--- src/rtl/counter_ctrl_fsm.sv ---
// Control FSM for the count-to-10 datapath: sequences mux/load/out strobes, run/stop, pass counting.
// Optional single-step mode enabled by defining CTRL_STEP_EN (adds the step input).
module counter_ctrl_fsm #(
    parameter int unsigned LOOPS = 1
) (
    input  logic       clk,
    input  logic       reset,
    input  logic       start,
    input  logic       stop,
`ifdef CTRL_STEP_EN
    input  logic       step,
`endif
    input  logic       ALt10,
    output logic       ASrcMuxSel,
    output logic       ALoad,
    output logic       OutPort,
    output logic       busy,
    output logic       done,
    output logic [2:0] o_state,
    output logic [7:0] o_pass_cnt,
    output logic [7:0] o_out_cnt
);

    localparam int unsigned CNT_W = 8;
    localparam int unsigned ST_W  = 3;

    typedef enum logic [ST_W-1:0] {
        IDLE    = 3'd0,
        INIT    = 3'd1,
        CMP     = 3'd2,
        OUT     = 3'd3,
        INC     = 3'd4,
        FIN     = 3'd5,
        DONE    = 3'd6,
        ILLEGAL = 3'd7
    } state_t;

    state_t             r_state;
    state_t             w_next_state;
    logic [CNT_W-1:0]   r_pass_cnt;
    logic [CNT_W-1:0]   r_out_cnt;
    logic [CNT_W-1:0]   w_pass_sat;
    logic               w_adv;
    logic               w_asrc;
    logic               w_aload;
    logic               w_outport;
    logic               w_done;
    logic               w_pass_clr;
    logic               w_pass_inc;
    logic               w_out_inc;

    // IDLE always listens to start; other states advance only on step when stepping is built in
`ifdef CTRL_STEP_EN
    assign w_adv = (r_state == IDLE) | step;
`else
    assign w_adv = 1'b1;
`endif

    assign w_pass_sat = (r_pass_cnt == {CNT_W{1'b1}}) ? r_pass_cnt : r_pass_cnt + CNT_W'(1);

    always_ff @(posedge clk or posedge reset) begin
        if (reset) begin
            r_state <= IDLE;
        end else begin
            r_state <= w_next_state;
        end
    end

    // Next state and strobe decode; stop overrides everything outside IDLE
    always_comb begin
        w_next_state = r_state;
        w_asrc       = 1'b0;
        w_aload      = 1'b0;
        w_outport    = 1'b0;
        w_done       = 1'b0;
        w_pass_clr   = 1'b0;
        w_pass_inc   = 1'b0;
        w_out_inc    = 1'b0;
        if ((r_state != IDLE) && stop) begin
            w_next_state = IDLE;
        end else if (r_state == ILLEGAL) begin
            w_next_state = IDLE;
        end else if (w_adv) begin
            case (r_state)
                IDLE: begin
                    if (start && !stop) begin
                        w_next_state = INIT;
                        w_pass_clr   = 1'b1;
                    end
                end
                INIT: begin
                    w_aload      = 1'b1;
                    w_next_state = CMP;
                end
                CMP: begin
                    w_next_state = ALt10 ? OUT : FIN;
                end
                OUT: begin
                    w_outport    = 1'b1;
                    w_out_inc    = 1'b1;
                    w_next_state = INC;
                end
                INC: begin
                    w_asrc       = 1'b1;
                    w_aload      = 1'b1;
                    w_next_state = CMP;
                end
                FIN: begin
                    w_pass_inc = 1'b1;
                    if ((LOOPS == 32'd0) || (32'(w_pass_sat) < LOOPS)) begin
                        w_next_state = INIT;
                    end else begin
                        w_next_state = DONE;
                    end
                end
                DONE: begin
                    w_done       = 1'b1;
                    w_next_state = IDLE;
                end
                default: begin
                    w_next_state = IDLE;
                end
            endcase
        end
    end

    always_ff @(posedge clk or posedge reset) begin
        if (reset) begin
            r_pass_cnt <= '0;
            r_out_cnt  <= '0;
        end else begin
            if (w_pass_clr) begin
                r_pass_cnt <= '0;
            end else if (w_pass_inc) begin
                r_pass_cnt <= w_pass_sat;
            end
            if (w_out_inc) begin
                r_out_cnt <= r_out_cnt + CNT_W'(1);
            end
        end
    end

    assign ASrcMuxSel = w_asrc;
    assign ALoad      = w_aload;
    assign OutPort    = w_outport;
    assign done       = w_done;
    assign busy       = (r_state != IDLE);
    assign o_state    = ST_W'(r_state);
    assign o_pass_cnt = r_pass_cnt;
    assign o_out_cnt  = r_out_cnt;

endmodule
--- config.mk ---
export PLATFORM = sky130hd
export DESIGN_NAME = counter_ctrl_fsm
export DESIGN_NICKNAME = d
export VERILOG_FILES = /design/src/rtl/counter_ctrl_fsm.sv
export SDC_FILE = /design/constraint.sdc
export NUM_CORES = 1
export LEC_CHECK = 0
export ABC_AREA = 1
export BUFFER_PORTS_ARGS = -buffer_cell sky130_fd_sc_hd__buf_4
export CAP_MARGIN = 5
export CORE_MARGIN = 5
export CORE_UTILIZATION = 40
export CTS_CLUSTER_SIZE = 20
export DETAILED_ROUTE_END_ITERATION = 6
export GPL_TIMING_DRIVEN = 1
export MAX_ROUTING_LAYER = met4
export PLACE_DENSITY = 0.65
export SYNTH_ARGS = -nofsm -noshare
export SYNTH_HDL_FRONTEND = slang
export SYNTH_SLANG_ARGS = --single-unit
--- constraint.sdc ---
create_clock -name clk -period 2.85 [get_ports clk]
set_clock_uncertainty 0.15 [all_clocks]
set_input_delay 0.4275 -clock clk [delete_from_list [all_inputs] [get_ports clk]]
set_output_delay 0.4275 -clock clk [all_outputs]
set_load 0.05 [all_outputs]
# Yosys cells after proc, flatten, opt, wreduce, memory -nomap -nowiden
# Cells that the tools add are included.
dict set report totals {
  in_bits 5
  ff_bits 19
  output_inout_bits 24
}
dict set report classes {
  n_eq_ne 9
  muxes 28
  reduce_logical 7
  order_cmp 1
  addsub 2
}
# operator n
set op_table {}
lappend op_table {{$mux 8} 3}
lappend op_table {{$mux 1} 19}
lappend op_table {{$add 8x1->8 const B} 2}
lappend op_table {{$mux 3} 5}
lappend op_table {{$pmux 3 s5} 1}
lappend op_table {{$eq 3x3->1 const B} 4}
lappend op_table {{$eq 8x8->1 const B} 1}
lappend op_table {{$lt 8x1->1 const B} 1}
lappend op_table {{$eq 3x2->1 const B} 2}
lappend op_table {{$ne 4x4->1 const B} 1}
lappend op_table {{$eq 3x1->1 const B} 1}
lappend op_table {{$logic_not 3->1} 1}
lappend op_table {{$reduce_bool 3->1} 1}
lappend op_table {{$logic_and 1x1->1} 2}
lappend op_table {{$reduce_bool 2->1} 1}
lappend op_table {{$reduce_or 2->1} 1}
lappend op_table {{$logic_not 1->1} 1}

# Longest topological paths before layout
dict set report logic_depth {
  depth_word 7
  ltp_mapped 11
  ltp_nobuf 11
}

# Worst setup path after synthesis
# Ideal clock, no wire load.
dict set report synth_path {
  path_type {register to output}
  start {reg r_state[2], in the netlist o_state[2]}
  end {out ASrcMuxSel}
  required_ns 2.273
  path_stages_with_launch 3
  path_buffers 0
  setup_slack_ns -0.127
  arrival_ns 2.400
  path_cell_list {dfrtp_1 > inv_1 > nor4_1}
}
dict set report synth_between {
  elab_chain_cells 4
  word_cells_on_any_way 7
}
# element line
set synth_lines {}
lappend synth_lines {{start, declared} 38} ;# state_t r_state;
lappend synth_lines {{start signal, assigned} 65} ;# r_state <= w_next_state;
lappend synth_lines {{$eq 3x3->1} 84} ;# case (r_state)
lappend synth_lines {{$mux 1} 84}
lappend synth_lines {{$mux 1} 81} ;# end else if (r_state == ILLEGAL) begin
lappend synth_lines {{$mux 1 *} 79} ;# if ((r_state != IDLE) && stop) begin
lappend synth_lines {{end, declared} 14} ;# output logic ASrcMuxSel,
# Every way passes the cells marked *; elsewhere a longest branch is shown, timed or not.

# Worst setup path in the final report
dict set report layout_path {
  start {reg r_state[0], in the netlist o_state[0]}
  end {out OutPort}
}
dict set report layout_between {
  elab_chain_cells 4
  word_cells_on_any_way 7
}
# element line
set layout_lines {}
lappend layout_lines {{$eq 3x2->1} 84}
lappend layout_lines {{$mux 1} 84}
lappend layout_lines {{$mux 1} 81}
lappend layout_lines {{$mux 1 *} 79}
lappend layout_lines {{end, declared} 16} ;# output logic OutPort,
# Marked as above.

==> out/metrics.csv <==
metric,value,unit
status,"finished, final reports clean",
dpl.hpwl,2040,microns
die_y,63.8,microns
dp.cells,206,
critPathCapture,OutPort,
vdd_drop_max,0.700,mV
finalCritPeriodShare,79.2,%
p_per_area,829,mW/mm^2
rr_endpoint,o_state[0]$_DFFE_PP0P_,
synth.most_common_cell,nand2_1,
antenna_cells,0,
die_area,0.00407,sq mm
cts-hold-fix-buffers,0,
ctsHtreeMaxLevel,1,
drive_above_1_share,25.1,%
critical-path-max-stage-delay,0.50,ns
synth_nets,155,
start_util,42.0,%
cts_tree,built,
setup_violations,0,
synthTopCellsByArea,"dfrtp_1 (41%), nand2_1 (11%), nand3_1 (8.2%), inv_1 (6.2%), nor2_1 (4.2%)",
dr.first_iter.drc_count,67,
synth_common_cells,"nand2_1 (33), dfrtp_1 (19), inv_1 (19), nand3_1 (19), nor2_1 (13)",
cts-root-buf,clkbuf_4,
rows,19,
rsz0062_at_grt,false,
gp_congestion,0.896,
r2r_cells,11,
synth_cell_type_count,27,
path_clk_slew,0.11,ns
synth_top_area_share,41.1,%
synth_top_area_cell,dfrtp_1,
path_class,reg2out,
insertion_delay,0.29,ns
cts.repair.resized,0,
die_x,63.8,microns
grt_overflow,0,
grt_pass1_vias,1034,
grt_first_pass_wirelength,4560,microns
via_count,1085,
instances_no_fill,210,
rrSetupSlack,0.85,ns
final-seq-area,475,sq um
timing.fmax,0.443,GHz
fin_tns_setup,0,ns
start_kind,flop,
syn_area_per_cell,7.82,sq um
synth_cells,148,
reg2reg_from,o_pass_cnt[0]$_DFFE_PP0P_,
synth_ff_type,dfrtp_1,
cp_max_fo,8,
p_leak,0.000708,uW
totalWireLength,2620,microns
pin_count,29,
drtPass1Iterations,5,
cts_sinks,19,
required,2.27,ns
avgViaCountPerCell,5.17,
cp-end-kind,output pin,
slowest_stage,nor4_4,
n_fill_cell,262,
yosysSeqAreaShare,41.1,%
drc,0,
fp.coreArea,0.00276,sq mm
nNetsFinal,187,
synth_edf_count,0,
finalCriticalPeriod,2.26,ns
multi_input_area,604,sq um
crit_chain,"inv_2, nor4_4, buf_4",
drv_slew,0,
yosysWarningCount,0,
max-slew-margin-rel,51.6,%
area_growth,24.0,%
cp-startpoint,o_state[0]$_DFFE_PP0P_,
total_power,1190,uW
cts_buffer_depth,2,
antenna_found_initial,0,
worstPathArrival,1.68,ns
hp-class,in2async,
antenna_left,0,
grt_max_degree,20,
synth-async-reset-ratio,100,%
ys_ff_latch,19,
portBuffers,28,
worst_pin_slew,0.726,ns
hold_viol,0,
synth.cell_area,0.00116,sq mm
maxCapViolations,0,
grt_usage,14.0,%
cts_made_buffers,3,
post_drt_wl_per_cell,12.5,microns
post-cts-setup-buffers,0,
## cell families (layout without fill, tap and decap cells)
| logic type | Yosys count | in the layout | share of synthesized area [%] |
|---|---|---|---|
| AO/OA/AOI/OAI | 19 | 19 | 9.51 |
| AND/OR/NAND/NOR | 78 | 78 | 33.4 |
| buffers and inverters | 22 | 53 | 7.78 |
| adder cells (fa/ha/maj) | 2 | 2 | 2.16 |
| XOR/XNOR | 8 | 8 | 6.05 |
| flip-flops | 19 | 19 | 41.1 |
## critical path: cells and delay by family (launching register included)
family / cells / cell delay (ns)
AND/OR/NAND/NOR: 1 / 0.50
flip-flops: 1 / 0.48
buffers and inverters: 2 / 0.40
## cell usage in the layout (no fill, tap or decap)
cell      count
a211o_1       1
a21oi_1       4
and2_1        1
buf_4        28
clkbuf_4      3
clkinv_2      1
dfrtp_1      19
ha_1          2
inv_1        19
inv_2         2
nand2_1      33
nand2_2       1
nand2_4       1
nand3_1      19
nand3_2       1
nand4_1       2
nor2_1       13
nor2_2        1
nor2_4        2
nor3_2        1
nor4_2        2
nor4_4        1
o21ai_0       6
o21ai_1       2
o21ai_2       1
o21bai_1      1
o22ai_1       4
xnor2_1       5
xor2_1        3
## layer usage
layer  part of all wire [%]  track usage, %
met5                      0               -
met4                   0.46            4.68
met3                    4.5            2.80
met2                     49            23.0
met1                     46            17.1
## cell type report
type	count	area share, %
Timing Repair Buffer	28	14.6
Inverter	21	5.49
Clock buffer	3	1.57
Clock inverter	1	0.349
Sequential cell	19	33.1
Multi-Input combinational cell	107	42.1
Tap cell	31	2.70
## report_power, final
group          switching, uW  leakage, uW  total [uW]  internal (uW)
clock network           84.3    0.0000177         136           52.2
registers               83.3     0.000257         405            321
logic                    457     0.000433         648            191
## state kept, by name, summed over array words and instances (netlist names)
name,flops
o_state,3
o_pass_cnt,8
o_out_cnt,8
## worst min-delay path by stage
| stage | to | slack, ns |
|---|---|---|
| finish | o_out_cnt[5]$_DFFE_PP0P_ | 0.09 |
| CTS | o_out_cnt[4]$_DFFE_PP0P_ | 0.13 |
| global route | o_out_cnt[3]$_DFFE_PP0P_ | 0.14 |
| floorplan | o_out_cnt[0]$_DFFE_PP0P_ | 0.23 |
| detailed placement | o_out_cnt[7]$_DFFE_PP0P_ | 0.33 |
| global placement | o_out_cnt[7]$_DFFE_PP0P_ | 0.31 |
## through the flow
stage	cell area, sq um	worst slack, ns	hold slack (ns)	util, %
finish	1440	0.591	0.0942	52.0
global route	1440	0.444	0.145	52.0
CTS	1440	0.574	0.127	52.0
detailed placement	1410	0.862	0.327	51.0
global placement	1410	0.880	0.313	51.0
floorplan	1170	0.419	0.229	-
Note: power is estimated with default switching activity, not from simulation.
